`src/rtl/block128_unpack_pkg.sv`:
```
// Shared sizes and FSM encoding for the 128-bit block to byte-stream unpacker.
package block128_unpack_pkg;

  localparam int BLOCK_W         = 128;
  localparam int BYTE_W          = 8;
  localparam int BYTES_PER_BLOCK = 16;
  localparam int FIFO_DEPTH      = 2;
  localparam int OCC_W           = 2;
  localparam int IDX_W           = 4;

  typedef enum logic {
    ST_IDLE = 1'b0,
    ST_SEND = 1'b1
  } state_t;

endpackage

```
`src/rtl/block_fifo2.sv`:
```
// Two-entry FIFO of 128-bit blocks; the head entry is always visible on head.
module block_fifo2
  import block128_unpack_pkg::*;
(
  input  logic               sclk,
  input  logic               rst_n,
  input  logic               push,
  input  logic               pop,
  input  logic [BLOCK_W-1:0] push_data,
  output logic [BLOCK_W-1:0] head,
  output logic [OCC_W-1:0]   occupancy
);

  logic [BLOCK_W-1:0] mem [FIFO_DEPTH];
  logic               wr_ptr;
  logic               rd_ptr;
  logic               do_push;
  logic               do_pop;

  // When full, a push is only legal alongside a pop; it reuses the slot being freed.
  assign do_pop  = pop && (occupancy != '0);
  assign do_push = push && ((occupancy != OCC_W'(FIFO_DEPTH)) || do_pop);
  assign head    = mem[rd_ptr];

  always_ff @(posedge sclk or negedge rst_n) begin
    if (!rst_n) begin
      wr_ptr    <= 1'b0;
      rd_ptr    <= 1'b0;
      occupancy <= '0;
    end else begin
      if (do_push) begin
        wr_ptr <= ~wr_ptr;
      end
      if (do_pop) begin
        rd_ptr <= ~rd_ptr;
      end
      case ({do_push, do_pop})
        2'b10:   occupancy <= occupancy + OCC_W'(1);
        2'b01:   occupancy <= occupancy - OCC_W'(1);
        default: occupancy <= occupancy;
      endcase
    end
  end

  always_ff @(posedge sclk) begin
    if (do_push) begin
      mem[wr_ptr] <= push_data;
    end
  end

endmodule

```
`src/rtl/block128_unpack.sv`:
```
// Serializes 128-bit blocks into a valid/ready byte stream through a 2-deep block FIFO.
// Handshake: a byte moves on a rising edge where byte_valid && byte_ready; byte_valid never drops without a transfer.
module block128_unpack
  import block128_unpack_pkg::*;
#(
  parameter int MSB_FIRST = 1
) (
  input  logic               sclk,
  input  logic               rst_n,
  input  logic [BLOCK_W-1:0] data128,
  input  logic               data128_en,
  output logic [BYTE_W-1:0]  byte_data,
  output logic               byte_valid,
  input  logic               byte_ready,
  output logic               byte_first,
  output logic               byte_last,
  output logic               fifo_full,
  output logic [7:0]         drop_cnt,
  output state_t             state_dbg
);

  state_t             state;
  logic [IDX_W-1:0]   idx;
  logic [IDX_W-1:0]   sel;
  logic [BLOCK_W-1:0] head;
  logic [OCC_W-1:0]   occupancy;
  logic               xfer;
  logic               pop;
  logic               accept;
  logic               drop;

  block_fifo2 u_fifo (
    .sclk      (sclk),
    .rst_n     (rst_n),
    .push      (accept),
    .pop       (pop),
    .push_data (data128),
    .head      (head),
    .occupancy (occupancy)
  );

  assign fifo_full  = (occupancy == OCC_W'(FIFO_DEPTH));
  assign byte_valid = (state == ST_SEND);
  assign xfer       = byte_valid && byte_ready;
  assign pop        = xfer && (idx == IDX_W'(BYTES_PER_BLOCK - 1));
  // A full FIFO still takes a block on the edge that releases the head.
  assign accept     = data128_en && (!fifo_full || pop);
  assign drop       = data128_en && fifo_full && !pop;
  assign state_dbg  = state;

  assign sel        = (MSB_FIRST != 0) ? (IDX_W'(BYTES_PER_BLOCK - 1) - idx) : idx;
  assign byte_data  = byte_valid ? head[{sel, 3'b000} +: BYTE_W] : '0;
  assign byte_first = byte_valid && (idx == '0);
  assign byte_last  = byte_valid && (idx == IDX_W'(BYTES_PER_BLOCK - 1));

  always_ff @(posedge sclk or negedge rst_n) begin
    if (!rst_n) begin
      state    <= ST_IDLE;
      idx      <= '0;
      drop_cnt <= '0;
    end else begin
      if (drop && (drop_cnt != 8'hFF)) begin
        drop_cnt <= drop_cnt + 8'd1;
      end
      case (state)
        ST_IDLE: begin
          idx <= '0;
          if (accept) begin
            state <= ST_SEND;
          end
        end
        ST_SEND: begin
          if (xfer) begin
            idx <= idx + IDX_W'(1);
          end
          if (pop && (occupancy == OCC_W'(1)) && !accept) begin
            state <= ST_IDLE;
          end
        end
        default: begin
          state <= ST_IDLE;
          idx   <= '0;
        end
      endcase
    end
  end

endmodule

```
`config.mk`:
```
export PLATFORM = sky130hd
export DESIGN_NAME = block128_unpack
export DESIGN_NICKNAME = d
export VERILOG_FILES = /design/src/rtl/block128_unpack_pkg.sv /design/src/rtl/block_fifo2.sv /design/src/rtl/block128_unpack.sv
export SDC_FILE = /design/constraint.sdc
export NUM_CORES = 1
export LEC_CHECK = 0
export ABC_AREA = 1
export CORE_MARGIN = 5
export CORE_UTILIZATION = 55
export DETAILED_ROUTE_END_ITERATION = 10
export PLACE_DENSITY = 0.88
export SYNTH_ARGS = -nofsm -noshare
export SYNTH_HDL_FRONTEND = slang
export SYNTH_SLANG_ARGS = --single-unit
```
`constraint.sdc`:
```
create_clock -name sclk -period 21.5 [get_ports sclk]
set_input_delay 4.3 -clock sclk [delete_from_list [all_inputs] [get_ports sclk]]
set_output_delay 4.3 -clock sclk [all_outputs]
set_load 0.03 [all_outputs]
```
==> flow_summary_export.csv, run 1 <==
group,metric,value,unit
sta,maxSlewViolCount,0,
drt,wirelength,27400,um
global_routing,antenna_found_initial,2,
sta,finalSetupViolations,0,
critical_path,slowest_delay,0.85,ns
power_and_ir_drop,power,1.92,mW
synthesis,syn_nets,1174,
critical_path,crit_path_start,"u_fifo.rd_ptr",
sta,finalHoldViolCount,0,
global_routing,grt_use_total,22.6,%
clocking,clock_latency,0.53,ns
critical_path,critPathCapture,"byte_data[5]",
sta,skew,0.0194,ns
drt,drtIter0Drc,830,
place,place_congestion,0.782,
sta,fin_tns_setup,0,ns
place,io_buffer_count,152,
synthesis,yosysMostFrequentCell,"nand2_1",
clocking,cts_setup_buffers,0,
global_routing,grt_pass1_vias,8246,
clocking,cts_resized,0,
critical_path,crit_chain,"inv_4 -> buf_4 -> nand2_1 -> nand2_1 -> nand2_1 -> o21ai_1 -> o21ai_0 -> nor2_1 -> nor2_1 -> nor2_1 -> clkdlybuf4s50_1",
clocking,cts_hold_buffers,0,
synthesis,synth_edf_count,256,
synthesis,synth_common_cells,"nand2_1 (357), edfxtp_1 (256), nand3_1 (177)",
critical_path,r2r_end,"u_fifo.mem[1][101]",
floorplan,top_level_ports,153,
floorplan,fp.dieW,155,um
clocking,clk_pin_slew,0.06,ns
critical_path,r2r_cells,11,
clocking,cts_max_level,1,
finish,drive_gt1_share,5.29,%
synthesis,yosysWarnings,0,
synthesis,synth.distinct_cells,31,
critical_path,path_depth,11,
power_and_ir_drop,ir_drop,0.0926,mV
synthesis,synth_area,11500,um^2
sta,max_freq,117,MHz
global_routing,grt_max_degree,94,
sta,rsz0062_at_grt,"false",
drt,dr_wl_met2,13700,um
critical_path,cp.required,17.20,ns
floorplan,initial_core_util,55.4,%
synthesis,yosysSeqAreaShare,70.3,%
clocking,cts_tree,"done",
sta,max-slew-margin-rel,33.4,%
drt,antenna_left,0,
critical_path,path_buf_inv,3,
critical_path,r2r-start,"idx[0]",
floorplan,die_area,24000,um^2
clocking,cts.sinks,273,
drt,drc_errors,0,
synthesis,ys.flop_type,"edfxtp_1",
sta,min_period_over_period,39.9,%
run_status,status,"finished clean",
floorplan,die_y,155,um
drt,wl_per_cell,18.7,um
drt,vias,8083,
drt,drt-pass1-iter-count,5,
sta,worstMarginPinSlew,0.999,ns
synthesis,synth.area.top_cells,"edfxtp_1 (67%), nand2_1 (12%), nand3_1 (7.7%), dfrtp_1 (3.7%), inv_1 (2.4%)",
drt,viasPerCell,5.51,
critical_path,cp_max_fo,93,
critical_path,cp-start-kind,"flop",
drt,dr.max_layer_used,"met5",
critical_path,arrival,4.28,ns
clocking,root_buffer,"clkbuf_16",
synthesis,synth_top_area_share,66.6,%
critical_path,path_delay_family,"buffers and inverters",
critical_path,path_class,"flop to primary output",
floorplan,fp-row-count,53,
power_and_ir_drop,leakage,5.50,nW
global_routing,grt_overflow,0,
power_and_ir_drop,power_density,137,nW/um^2
place,place_hpwl,17100,um
critical_path,rrSetupSlack,17.35,ns
floorplan,core_area,20800,um^2
synthesis,synth_top_area_cell,"edfxtp_1",
synthesis,avgSynthCellArea,11.1,um^2
critical_path,cp_slowest_cell,"buf_4",
critical_path,cp-end-kind,"primary output",
finish,final_nets,1309,
drt,wl_met1,10500,um
synthesis,syn_inst,1035,
clocking,cts_buffers,28,
drt,dr_wl_met3,2490,um
synthesis,ys_async_sr_fraction,6.23,%
min_path,hp-class,"flop to flop",
global_routing,grt_pass1_wl,42700,um
clocking,ctsLongestPathBuffers,3,
finish,num-fill-cells,1522,
synthesis,synth_seq_cells,273,
finish,area_delta_synth_final,21.6,%
run,max-cap-violations,0,
sta,period_needed,8.58,ns
-- layout make-up --
type / instances / area, um^2 / share of cell area (%)
Clock buffer: 35 / 748 / 5.33
Clock inverter: 16 / 125 / 0.892
Tap cell: 275 / 344 / 2.45
Timing Repair Buffer: 161 / 1590 / 11.3
Inverter: 78 / 298 / 2.12
Antenna cell: 1 / 2.50 / 0.0178
Sequential cell: 273 / 8120 / 57.9
Multi-Input combinational cell: 628 / 2810 / 20.0
-- layout by cell type, fill, tap and decap left out, types with 4 or more instances in the layout --
cell type	count
clkbuf_1	6
clkdlybuf4s50_1	152
nand3_1	177
xnor2_1	5
edfxtp_1	256
ha_1	7
dfrtp_1	15
inv_1	72
nor2_1	33
xor2_1	4
clkinv_2	4
nand2_1	357
o21ai_0	17
a21oi_1	7
clkbuf_16	29
o21ai_1	4
buf_4	9
clkinv_1	9
-- worst register-to-register path, cell delays in order (launching register included) --
cell     delay, ns
dfrtp_2       0.36
buf_4         0.62
ha_1          0.37
nand3_4       0.09
nor2_4        0.15
nand2_2       0.08
or2_4         0.26
nand2_2       0.09
nand2_4       0.07
nor2_4        0.08
buf_4         0.63
buf_4         0.94
-- registers in the layout, indices dropped and copies added, names as in the netlist --
register / flops
byte_valid: 1
u_fifo.rd_ptr: 1
u_fifo.occupancy: 2
drop_cnt: 8
u_fifo.wr_ptr: 1
u_fifo.mem: 256
idx: 4
-- kinds of logic after synthesis --
group	synth area share, %
buffers and inverters	5.42
adder cells (fa/ha/maj)	0.759
flip-flops	70.3
AO/OA/AOI/OAI	1.52
AND/OR/NAND/NOR	21.3
XOR/XNOR	0.683
-- worst min path at each step --
stage	slack, ns	cells past startpoint	end	start
2_1_floorplan	0.47	1	u_fifo.occupancy[0]	u_fifo.occupancy[0]
4_1_cts	0.51	1	u_fifo.occupancy[0]	u_fifo.occupancy[0]
3_3_place_gp	0.49	1	u_fifo.occupancy[0]	u_fifo.occupancy[0]
6_report	0.51	1	u_fifo.occupancy[0]	u_fifo.occupancy[0]
5_1_grt	0.55	1	u_fifo.occupancy[0]	u_fifo.occupancy[0]
3_5_place_dp	0.50	1	u_fifo.occupancy[0]	u_fifo.occupancy[0]
-- power by group --
| group | switching [mW] | internal, mW | leakage [nW] |
|---|---|---|---|
| clock network | 0.190 | 0.269 | 0.421 |
| logic | 0.453 | 0.213 | 2.49 |
| registers | 0.0663 | 0.726 | 2.59 |
| total | 0.710 | 1.21 | 5.50 |
-- routing by layer --
| metal | up-vias | track usage, % |
|---|---|---|
| met3 | 66 | 4.62 |
| li1 | 3768 | - |
| met5 | - | 0 |
| met4 | 2 | 7.11 |
| met1 | 3850 | 29.7 |
| met2 | 397 | 38.1 |
-- stage by stage --
step	cells	cell area [um^2]	setup slack [ns]	util, %	hold WS [ns]
final	1467	14000	12.92	67.4	0.510
after global routing	1466	14000	12.69	67.4	0.548
after CTS	1466	14000	12.97	67.4	0.513
after detailed placement	1415	13200	13.58	63.2	0.502
after global placement	1415	13200	13.56	63.2	0.491
after floorplan	1035	11500	10.79	-	0.473
Note: power is estimated with default switching activity, not from simulation.
==> run 2, diff against run 1 <==
Settings changed: CORE_UTILIZATION 55 to 50, PLACE_DENSITY 0.88 to 0.84.
Clock period 21.5 ns to 7.7 ns, I/O delays scaled along.
==> run 2 against run 1 <==
Against the previous run: sequential power grew to 2.8 times the previous value; clock-buffer cell count is 2 lower; register-to-register slack worse by 14 ns; via count is 0.47% lower; worst setup slack worse by 11 ns; largest power group unchanged.
==> flow_summary_export.csv, run 2 (synthesized netlist as in run 1, its figures left out) <==
group,metric,value,unit
clocking,clk_pin_slew,0.06,ns
finish,drive_gt1_share,5.37,%
critical_path,r2r_cells,10,
power_and_ir_drop,power_density,381,nW/um^2
floorplan,top_level_ports,153,
critical_path,r2r_end,"u_fifo.mem[1][81]",
critical_path,cp_max_fo,75,
drt,drc_errors,0,
floorplan,core_area,22700,um^2
clocking,root_buffer,"clkbuf_16",
finish,layout_common_cells,"nand2_1 (357), edfxtp_1 (256), nand3_1 (177), clkdlybuf4s50_1 (152), inv_1 (72)",
critical_path,rrSetupSlack,3.62,ns
drt,wirelength,27900,um
clocking,cts_buffers,28,
drt,drt-pass1-iter-count,6,
power_and_ir_drop,ir_drop,0.252,mV
finish,final_common_cell,"nand2_1",
critical_path,path_class,"flop to primary output",
clocking,cts.sinks,273,
sta,rsz0062_at_grt,"false",
run_status,status,"finished clean",
finish,largest_reg_flops,256,
global_routing,grt_pass1_wl,43800,um
finish,reg_top3,"u_fifo.mem (256), drop_cnt (8), idx (4)",
critical_path,cp.required,6.16,ns
global_routing,grt_use_total,21.1,%
global_routing,grt_max_degree,83,
place,io_buffer_count,152,
critical_path,cp_slowest_cell,"clkdlybuf4s50_1",
finish,final_nets,1309,
clocking,cts_resized,0,
clocking,cts_hold_buffers,0,
floorplan,die_area,26200,um^2
min_path,hp-class,"flop to flop",
finish,regMostFlops,"u_fifo.mem",
floorplan,initial_core_util,50.8,%
min_path,hp-start,"u_fifo.occupancy[0]",
sta,finalHoldViolCount,0,
sta,worstMarginPinSlew,1.11,ns
drt,vias,8045,
sta,maxSlewViolCount,0,
clocking,cts_tree,"done",
global_routing,grt_pass1_vias,8171,
critical_path,slowest_delay,0.69,ns
sta,finalSetupViolations,0,
global_routing,grt_overflow,0,
global_routing,antenna_found_initial,2,
sta,max-slew-margin-rel,25.7,%
clocking,cts_setup_buffers,0,
sta,skew,0.0259,ns
critical_path,cp-start-kind,"flop",
critical_path,r2r-start,"idx[0]",
min_path,worstHoldEndpoint,"u_fifo.occupancy[0]",
clocking,ctsLongestPathBuffers,3,
sta,fin_tns_setup,0,ns
power_and_ir_drop,power,5.35,mW
critical_path,arrival,4.11,ns
floorplan,fp.dieW,162,um
power_and_ir_drop,leakage,5.50,nW
clocking,cts_max_level,1,
min_path,hold_depth,1,
sta,max_freq,177,MHz
clocking,clock_latency,0.55,ns
drt,viasPerCell,5.45,
drt,drtIter0Drc,919,
finish,area_delta_synth_final,21.6,%
drt,antenna_left,0,
drt,wl_per_cell,18.9,um
floorplan,fp-row-count,55,
sta,min_period_over_period,73.4,%
run,max-cap-violations,0,
place,place_congestion,0.790,
floorplan,die_y,162,um
critical_path,crit_chain,"inv_4 -> buf_4 -> nand2_1 -> nand2_1 -> nand2_1 -> o21ai_1 -> o21ai_0 -> nor2_1 -> nor2_1 -> nor2_1 -> clkdlybuf4s50_1",
sta,period_needed,5.65,ns
place,place_hpwl,17600,um
critical_path,cp-end-kind,"primary output",
[run 2: report_power, final]
part	total [mW]	leakage [nW]	internal (mW)	switching (mW)
clock	1.27	0.422	0.731	0.543
sequential	2.20	2.59	2.02	0.176
combinational	1.87	2.49	0.596	1.27
[run 2: layout make-up]
cell class,instances,area (um^2)
diodes,1,2.50
clock buffers,33,719
clock inverters,18,144
fillers,1730,8670
inverters,78,298
multi-input cells,628,2810
flip-flops and latches,273,8120
well taps,285,357
repair buffers,161,1590
[run 2: metrics by stage]
step           utilization (%)  std cells  hold WS, ns  instance area [um^2]  setup slack [ns]
2_1_floorplan                -       1035        0.473                 11500              1.93
3_3_place_gp              58.0       1425        0.490                 13200              2.68
3_5_place_dp              58.0       1425        0.511                 13200              2.66
4_1_cts                   61.8       1476        0.517                 14000              2.05
5_1_grt                   61.8       1476        0.547                 14000              1.77
6_report                  61.8       1477        0.517                 14000              2.05
[run 2: how the worst max path moves through the flow]
stage | start | endpoint | slack [ns] | depth (start not counted)
floorplan | byte_ready | u_fifo.mem[0][0] | 1.93 | 5
global placement | u_fifo.rd_ptr | byte_data[2] | 2.68 | 11
detailed placement | u_fifo.rd_ptr | byte_data[2] | 2.66 | 11
CTS | u_fifo.rd_ptr | byte_data[2] | 2.05 | 11
global route | u_fifo.rd_ptr | byte_data[5] | 1.77 | 11
finish | u_fifo.rd_ptr | byte_data[2] | 2.05 | 11
[run 2: routing by layer]
metal | track usage (%) | vias up | part of all wire (%)
met2 | 34.9 | 384 | 49
li1 | - | 3762 | -
met3 | 4.54 | 55 | 9.6
met5 | 0 | - | 0.086
met4 | 6.23 | 4 | 2.6
met1 | 28.3 | 3840 | 39
[run 2: worst max-delay path, delay by kind of cell (launching register included)]
family,cells,cell delay (ns)
AND/OR/NAND/NOR,6,0.68
buffers and inverters,3,1.96
AO/OA/AOI/OAI,2,0.21
flip-flops,1,0.68
